--- src/rtl/fetch_regs.sv ---
// fetch_regs: architectural register stage of the multicycle RISC-V core.
// Holds PC, OldPC, IR and the memory data register, and drives the shared
// memory address. A one-deep fetch wait state absorbs memory responses that
// arrive later than the fetch request.
//
// Optional feature macro: FETCH_MISALIGN_TRAP_EN
//   defined   -> PC writes with result[1:0] != 0 are dropped and set the
//                sticky misaligned flag (cleared only by reset)
//   undefined -> PC loads result unconditionally, misaligned is tied 0
//
// Memory handshake: mem_req is high while an instruction fetch is
// outstanding (the request cycle in IDLE, and every WAIT cycle). mem_rvalid
// qualifies mem_rdata for exactly one cycle; there is no back-pressure, so a
// return is consumed in the cycle it is presented. A return seen while a
// fetch is in flight (or in the request cycle) loads IR; any other return
// loads the data register.
//
// The FSM has two states, so fetch_busy is a direct view of the state
// register (1 = WAIT) and doubles as its debug output.
module fetch_regs #(
    parameter logic [31:0] RESET_PC    = 32'h0000_0000,
    parameter logic [31:0] RESET_INSTR = 32'h0000_0013
) (
    input  logic        clk,
    input  logic        rst_n,
    input  logic        pc_write,
    input  logic        ir_write,
    input  logic        adr_src,
    input  logic [31:0] result,
    input  logic [31:0] mem_rdata,
    input  logic        mem_rvalid,
    output logic [31:0] mem_addr,
    output logic        mem_req,
    output logic [31:0] pc,
    output logic [31:0] old_pc,
    output logic [31:0] instr,
    output logic [31:0] data,
    output logic        fetch_busy,
    output logic        misaligned
);

    typedef enum logic {
        S_IDLE = 1'b0,
        S_WAIT = 1'b1
    } state_t;

    state_t      state;
    state_t      state_next;
    logic [31:0] fetch_addr;
    logic        fetch_start;    // new fetch accepted this cycle (IDLE & ir_write)
    logic        capture_instr;  // memory return goes to IR this cycle
    logic        load_data;      // memory return goes to the data register
    logic        pc_load;        // PC takes result this cycle

    // Next-state and strobe decode; ir_write during WAIT is ignored.
    always_comb begin
        state_next    = state;
        fetch_start   = 1'b0;
        capture_instr = 1'b0;
        load_data     = 1'b0;
        case (state)
            S_IDLE: begin
                if (ir_write) begin
                    fetch_start = 1'b1;
                    if (mem_rvalid) begin
                        capture_instr = 1'b1;
                    end else begin
                        state_next = S_WAIT;
                    end
                end else if (mem_rvalid) begin
                    load_data = 1'b1;
                end
            end
            S_WAIT: begin
                if (mem_rvalid) begin
                    capture_instr = 1'b1;
                    state_next    = S_IDLE;
                end
            end
            default: begin
                state_next = S_IDLE;
            end
        endcase
    end

    // Memory address: held at the latched fetch address while waiting so a
    // concurrent PC update cannot disturb the outstanding request.
    always_comb begin
        mem_addr = adr_src ? result : pc;
        if (state == S_WAIT) begin
            mem_addr = fetch_addr;
        end
    end

    assign mem_req    = fetch_start || (state == S_WAIT);
    assign fetch_busy = (state == S_WAIT);

`ifdef FETCH_MISALIGN_TRAP_EN
    logic misaligned_q;

    assign pc_load    = pc_write && (result[1:0] == 2'b00);
    assign misaligned = misaligned_q;

    // Sticky misalign flag: set by any unaligned PC write, cleared by reset only.
    always_ff @(posedge clk or negedge rst_n) begin
        if (!rst_n) begin
            misaligned_q <= 1'b0;
        end else if (pc_write && (result[1:0] != 2'b00)) begin
            misaligned_q <= 1'b1;
        end
    end
`else
    assign pc_load    = pc_write;
    assign misaligned = 1'b0;
`endif

    // FSM state register.
    always_ff @(posedge clk or negedge rst_n) begin
        if (!rst_n) begin
            state <= S_IDLE;
        end else begin
            state <= state_next;
        end
    end

    // Program counter; may be written in either state.
    always_ff @(posedge clk or negedge rst_n) begin
        if (!rst_n) begin
            pc <= RESET_PC;
        end else if (pc_load) begin
            pc <= result;
        end
    end

    // OldPC and fetch address both capture the pre-update PC when a fetch starts.
    always_ff @(posedge clk or negedge rst_n) begin
        if (!rst_n) begin
            old_pc     <= RESET_PC;
            fetch_addr <= RESET_PC;
        end else if (fetch_start) begin
            old_pc     <= pc;
            fetch_addr <= pc;
        end
    end

    // Instruction register: loads on the cycle the fetch data returns.
    always_ff @(posedge clk or negedge rst_n) begin
        if (!rst_n) begin
            instr <= RESET_INSTR;
        end else if (capture_instr) begin
            instr <= mem_rdata;
        end
    end

    // Memory data register: loads returns that are not instruction fetches.
    always_ff @(posedge clk or negedge rst_n) begin
        if (!rst_n) begin
            data <= 32'h0000_0000;
        end else if (load_data) begin
            data <= mem_rdata;
        end
    end

endmodule

--- config.mk ---
export PLATFORM = sky130hd
export DESIGN_NAME = fetch_regs
export DESIGN_NICKNAME = d
export VERILOG_FILES = /design/src/rtl/fetch_regs.sv
export SDC_FILE = /design/constraint.sdc
export NUM_CORES = 1
export LEC_CHECK = 0
export ABC_AREA = 1
export CAP_MARGIN = 20
export CORE_AREA = 2 2 103 130
export DETAILED_ROUTE_END_ITERATION = 8
export DIE_AREA = 0 0 105 132
export PLACE_DENSITY_LB_ADDON = 0.2
export SYNTH_ARGS = -nofsm -noshare
export SYNTH_HDL_FRONTEND = slang
export SYNTH_SLANG_ARGS = --single-unit
--- constraint.sdc ---
create_clock -name clk -period 2 [get_ports clk]
set_input_delay 0.3 -clock clk [delete_from_list [all_inputs] [get_ports clk]]
set_output_delay 0.3 -clock clk [all_outputs]
set_load 0.02 [all_outputs]
-- Word level (Yosys, flattened, before mapping)
Cells that the tools add are included.
W data, S select, Z words.
- multiplexer cells: 12
- bitwise logic cells: 1
- reduce and logical (&&, ||, !) cells: 1
- operators with widths (operator ; count):
    $mux W32 ; 2
    $mux W1 ; 8
    $pmux W1 S2 ; 2
    $logic_or A1 B1 Y1 ; 1
    $not A1 Y1 ; 1
- flip-flop bits (word level): 129
- input bits: 70
- output and inout port bits: 163
- word-level logic and storage cells: 19

-- Depth between registers and ports, before layout
- depth in word-level cells: 3
- gate-level depth with buffers: 6
- mapped depth without buffers: 4

-- Least setup slack after synthesis
Ideal clock, no wire load.
- kind: register to output
- start: reg state, in the netlist fetch_busy
- end: out mem_addr[0]
- arrival: 1185 ps
- required time: 1700 ps
- setup slack: 515 ps
- stages on the path, launching flop included: 6
- path buffers: 2
- cell sequence: dfrtp_1 buf_2 inv_2 buf_2 nand3_1 nand2_1
- cells in the longest elaborated chain, start to end: 1
- ends and longest elaborated chain (item ; RTL line ; text):
    from (decl) ; 47 ; state_t state;
    from (signal assigned) ; 122 ; state <= state_next;
    $mux W32 ; 90 ; if (state == S_WAIT) begin
    to (decl) ; 32 ; output logic [31:0] mem_addr,
No other way between the ends.

-- Worst setup path in the final report
- start: in adr_src
- end: out mem_addr[26]
- cells in the longest elaborated chain, start to end: 2
- ends and longest elaborated chain (item ; RTL line ; text):
    from (decl) ; 28 ; input logic adr_src,
    $mux W32 ; 89 ; mem_addr = adr_src ? result : pc;
    $mux W32 ; 90 ;
No other way between the ends.

==> results.sh <==
export IMPL_crit_chain="clkdlybuf4s50_1, inv_1, buf_12, nand2_1, nand3_1, nand2_1, dlygate4sd2_1"
export IMPL_wl_mm=16.7
export IMPL_via_count=5521
export IMPL_ant_nets=0
export IMPL_power_density_nw_per_um2=982
export IMPL_final_common_cell="nand2_1"
export IMPL_gp_congestion=0.831
export IMPL_cts_setup_buffers=0
export IMPL_wl_per_cell_um=14.7
export IMPL_grt_pass1_wl_mm=27.6
export IMPL_cts_made_buffers=17
export IMPL_portBuffers=231
export IMPL_grt_max_degree=65
export IMPL_fin_ws_ps=75.5
export IMPL_fin_crit_sh_pct=96.2
export IMPL_relSlewSlack_pct=60.0
export IMPL_hold_violations=0
export IMPL_drv_cap=0
export IMPL_core_area_um2=12500
export IMPL_cp_arrival_ps=1620
export IMPL_final_util_pct=71.4
export IMPL_clkLatencyLatePin_ps=410
export IMPL_first_global_vias=5362
export IMPL_cts_tree="built"
export IMPL_area_growth_pct=54.8
export IMPL_max_stage_delay_ps=510
export IMPL_syn_num_nets=800
export IMPL_tightest_slew_ps=600
export IMPL_dp_cells=1107
export IMPL_setup_viol=0
export IMPL_cp_top_family="buffers and inverters"
export IMPL_synth_distinct_cells=18
export IMPL_nNetsFinal=1029
export IMPL_clock_fmax_mhz=520
export IMPL_design_area_um2=8960
export IMPL_cts_root_buf="clkbuf_16"
export IMPL_p_leak_nw=4.51
export IMPL_n_fill_cell=1014
export IMPL_fin_tns_setup_ps=0
export IMPL_fp_row_count=46
export IMPL_clock_sinks=129
export IMPL_num_antenna_cells=0
export IMPL_yosysWarnings=0
export IMPL_io_pins=233
export IMPL_die_h_um=132
export IMPL_antenna_found_initial=0
export IMPL_period_minus_slack_ps=1920
export IMPL_clk_pin_slew_ps=50
export IMPL_critPathCaptureType="output pin"
export IMPL_dr_pass1_iters=6
export IMPL_power_mw=8.81
export IMPL_ys_seq_area_share_pct=55.8
export IMPL_start_util_pct=46.2
export IMPL_drc=0
export IMPL_dp_hpwl_mm=11.8
export IMPL_dieWidth_um=105
export IMPL_pre_cts_ws_ps=-183
export IMPL_drive_above_1_share_pct=7.21
export IMPL_clock_path_buffers=2
export IMPL_cts_htree_levels=4
export IMPL_dieArea_um2=13900
export IMPL_syn_area_um2=5790
export IMPL_avgSynthCellArea_um2=7.94
export IMPL_dpl_cell_area_um2=8360
export IMPL_syn_inst=730
export IMPL_worstSetupStartpointType="input port"
export IMPL_synth_seq_cells=129
export IMPL_slowest_stage="clkdlybuf4s50_1"
export IMPL_gr_total_overflow=0
export IMPL_path_class="input port to output pin"
export IMPL_fin_hold_ws_ps=339
export IMPL_fin_skew_ps=12.4
export IMPL_vdd_drop_max_mv=0.559
export IMPL_critPathBufInv=4
export IMPL_status="completed"
export IMPL_final_cells=1139
export IMPL_crit_path_frequent_cell="nand2_1"
export IMPL_hold_path_class="input port to flip-flop"
export IMPL_drt_iter0_drc=306
export IMPL_rsz0062_at_grt="false"
export IMPL_grtUsageTotal_pct=24.9
export IMPL_slew_violations=0
export IMPL_final_cell_mix="nand2_1, clkdlybuf4s50_1, dfrtp_1"
export IMPL_cp_required_ps=1700
export IMPL_drt_vias_per_instance=4.85
export IMPL_worstPathMaxFanout=32
per-layer routing:
metal  share of wire (%)  vias up  global-route usage, %
li1                    -     2724                      -
met1                  42     2584                   31.5
met2                  49      190                   40.4
met3                 7.3       23                   8.26
met4                 1.8        0                   8.15
met5                   0        -                      0
area by class of cell:
cell class / instances / area [um^2] / area share [%]
tap: 168 / 210 / 2.34
clock inverter: 9 / 156 / 1.74
clock buffer: 22 / 464 / 5.18
timing repair buffer: 257 / 2590 / 28.9
multi-input combinational: 487 / 2050 / 22.9
sequential: 129 / 3230 / 36.1
inverter: 67 / 254 / 2.83
cell families (layout without fill, tap and decap cells):
kind of cell    after synthesis  after routing  share of synthesized area [%]
compound gates               65             65                           5.68
buf+inv                     114            355                           8.77
flops                       129            129                           55.8
other cells                   1              1                         0.0647
simple gates                421            421                           29.7
power by group:
group | internal [mW] | switching, mW | total (mW) | leakage [nW]
registers | 2.96 | 0.223 | 3.19 | 1.59
clock network | 2.15 | 1.10 | 3.25 | 0.292
logic | 1.06 | 1.31 | 2.37 | 2.63
total | 6.17 | 2.63 | 8.81 | 4.51
registers in the layout (all words and copies together), names as in the netlist:
register	flops
fetch_busy	1
pc	32
fetch_addr	32
instr	32
data	32
timing repair:
action                                 in CTS  in global routing
hold buffers                                1                  0
setup endpoints to repair                  32                 23
endpoints found under the hold margin      34                  0
gates resized for setup                    35                 25
synth_stat cells, drive strengths merged:
cell / n / area, um^2
nand2: 323 / 1220
dfrtp: 126 / 3150
nand3: 96 / 480
inv: 67 / 251
o21ai: 65 / 329
buf: 35 / 211
clkbuf: 12 / 45.0
dfstp: 3 / 78.8
nor2: 2 / 15.0
conb: 1 / 3.75
path summary, 6_finish.rpt:
check | from | endpoint | slack, ps | cells past startpoint
worst max register to register | fetch_busy$_DFF_PN0_ | data[12]$_DFFE_PN0P_ | 600 | 6
worst min-delay path | mem_rvalid | fetch_busy$_DFF_PN0_ | 340 | 2
worst min register to register | instr[4]$_DFFE_PN1P_ | instr[4]$_DFFE_PN1P_ | 460 | 2
worst max-delay path | adr_src | mem_addr[26] | 80 | 7
min in group asynchronous | rst_n | fetch_addr[13]$_DFFE_PN0P_ | 440 | 2
max in group asynchronous | rst_n | instr[0]$_DFFE_PN1P_ | 940 | 3
Note: power is estimated with default switching activity, not from simulation.
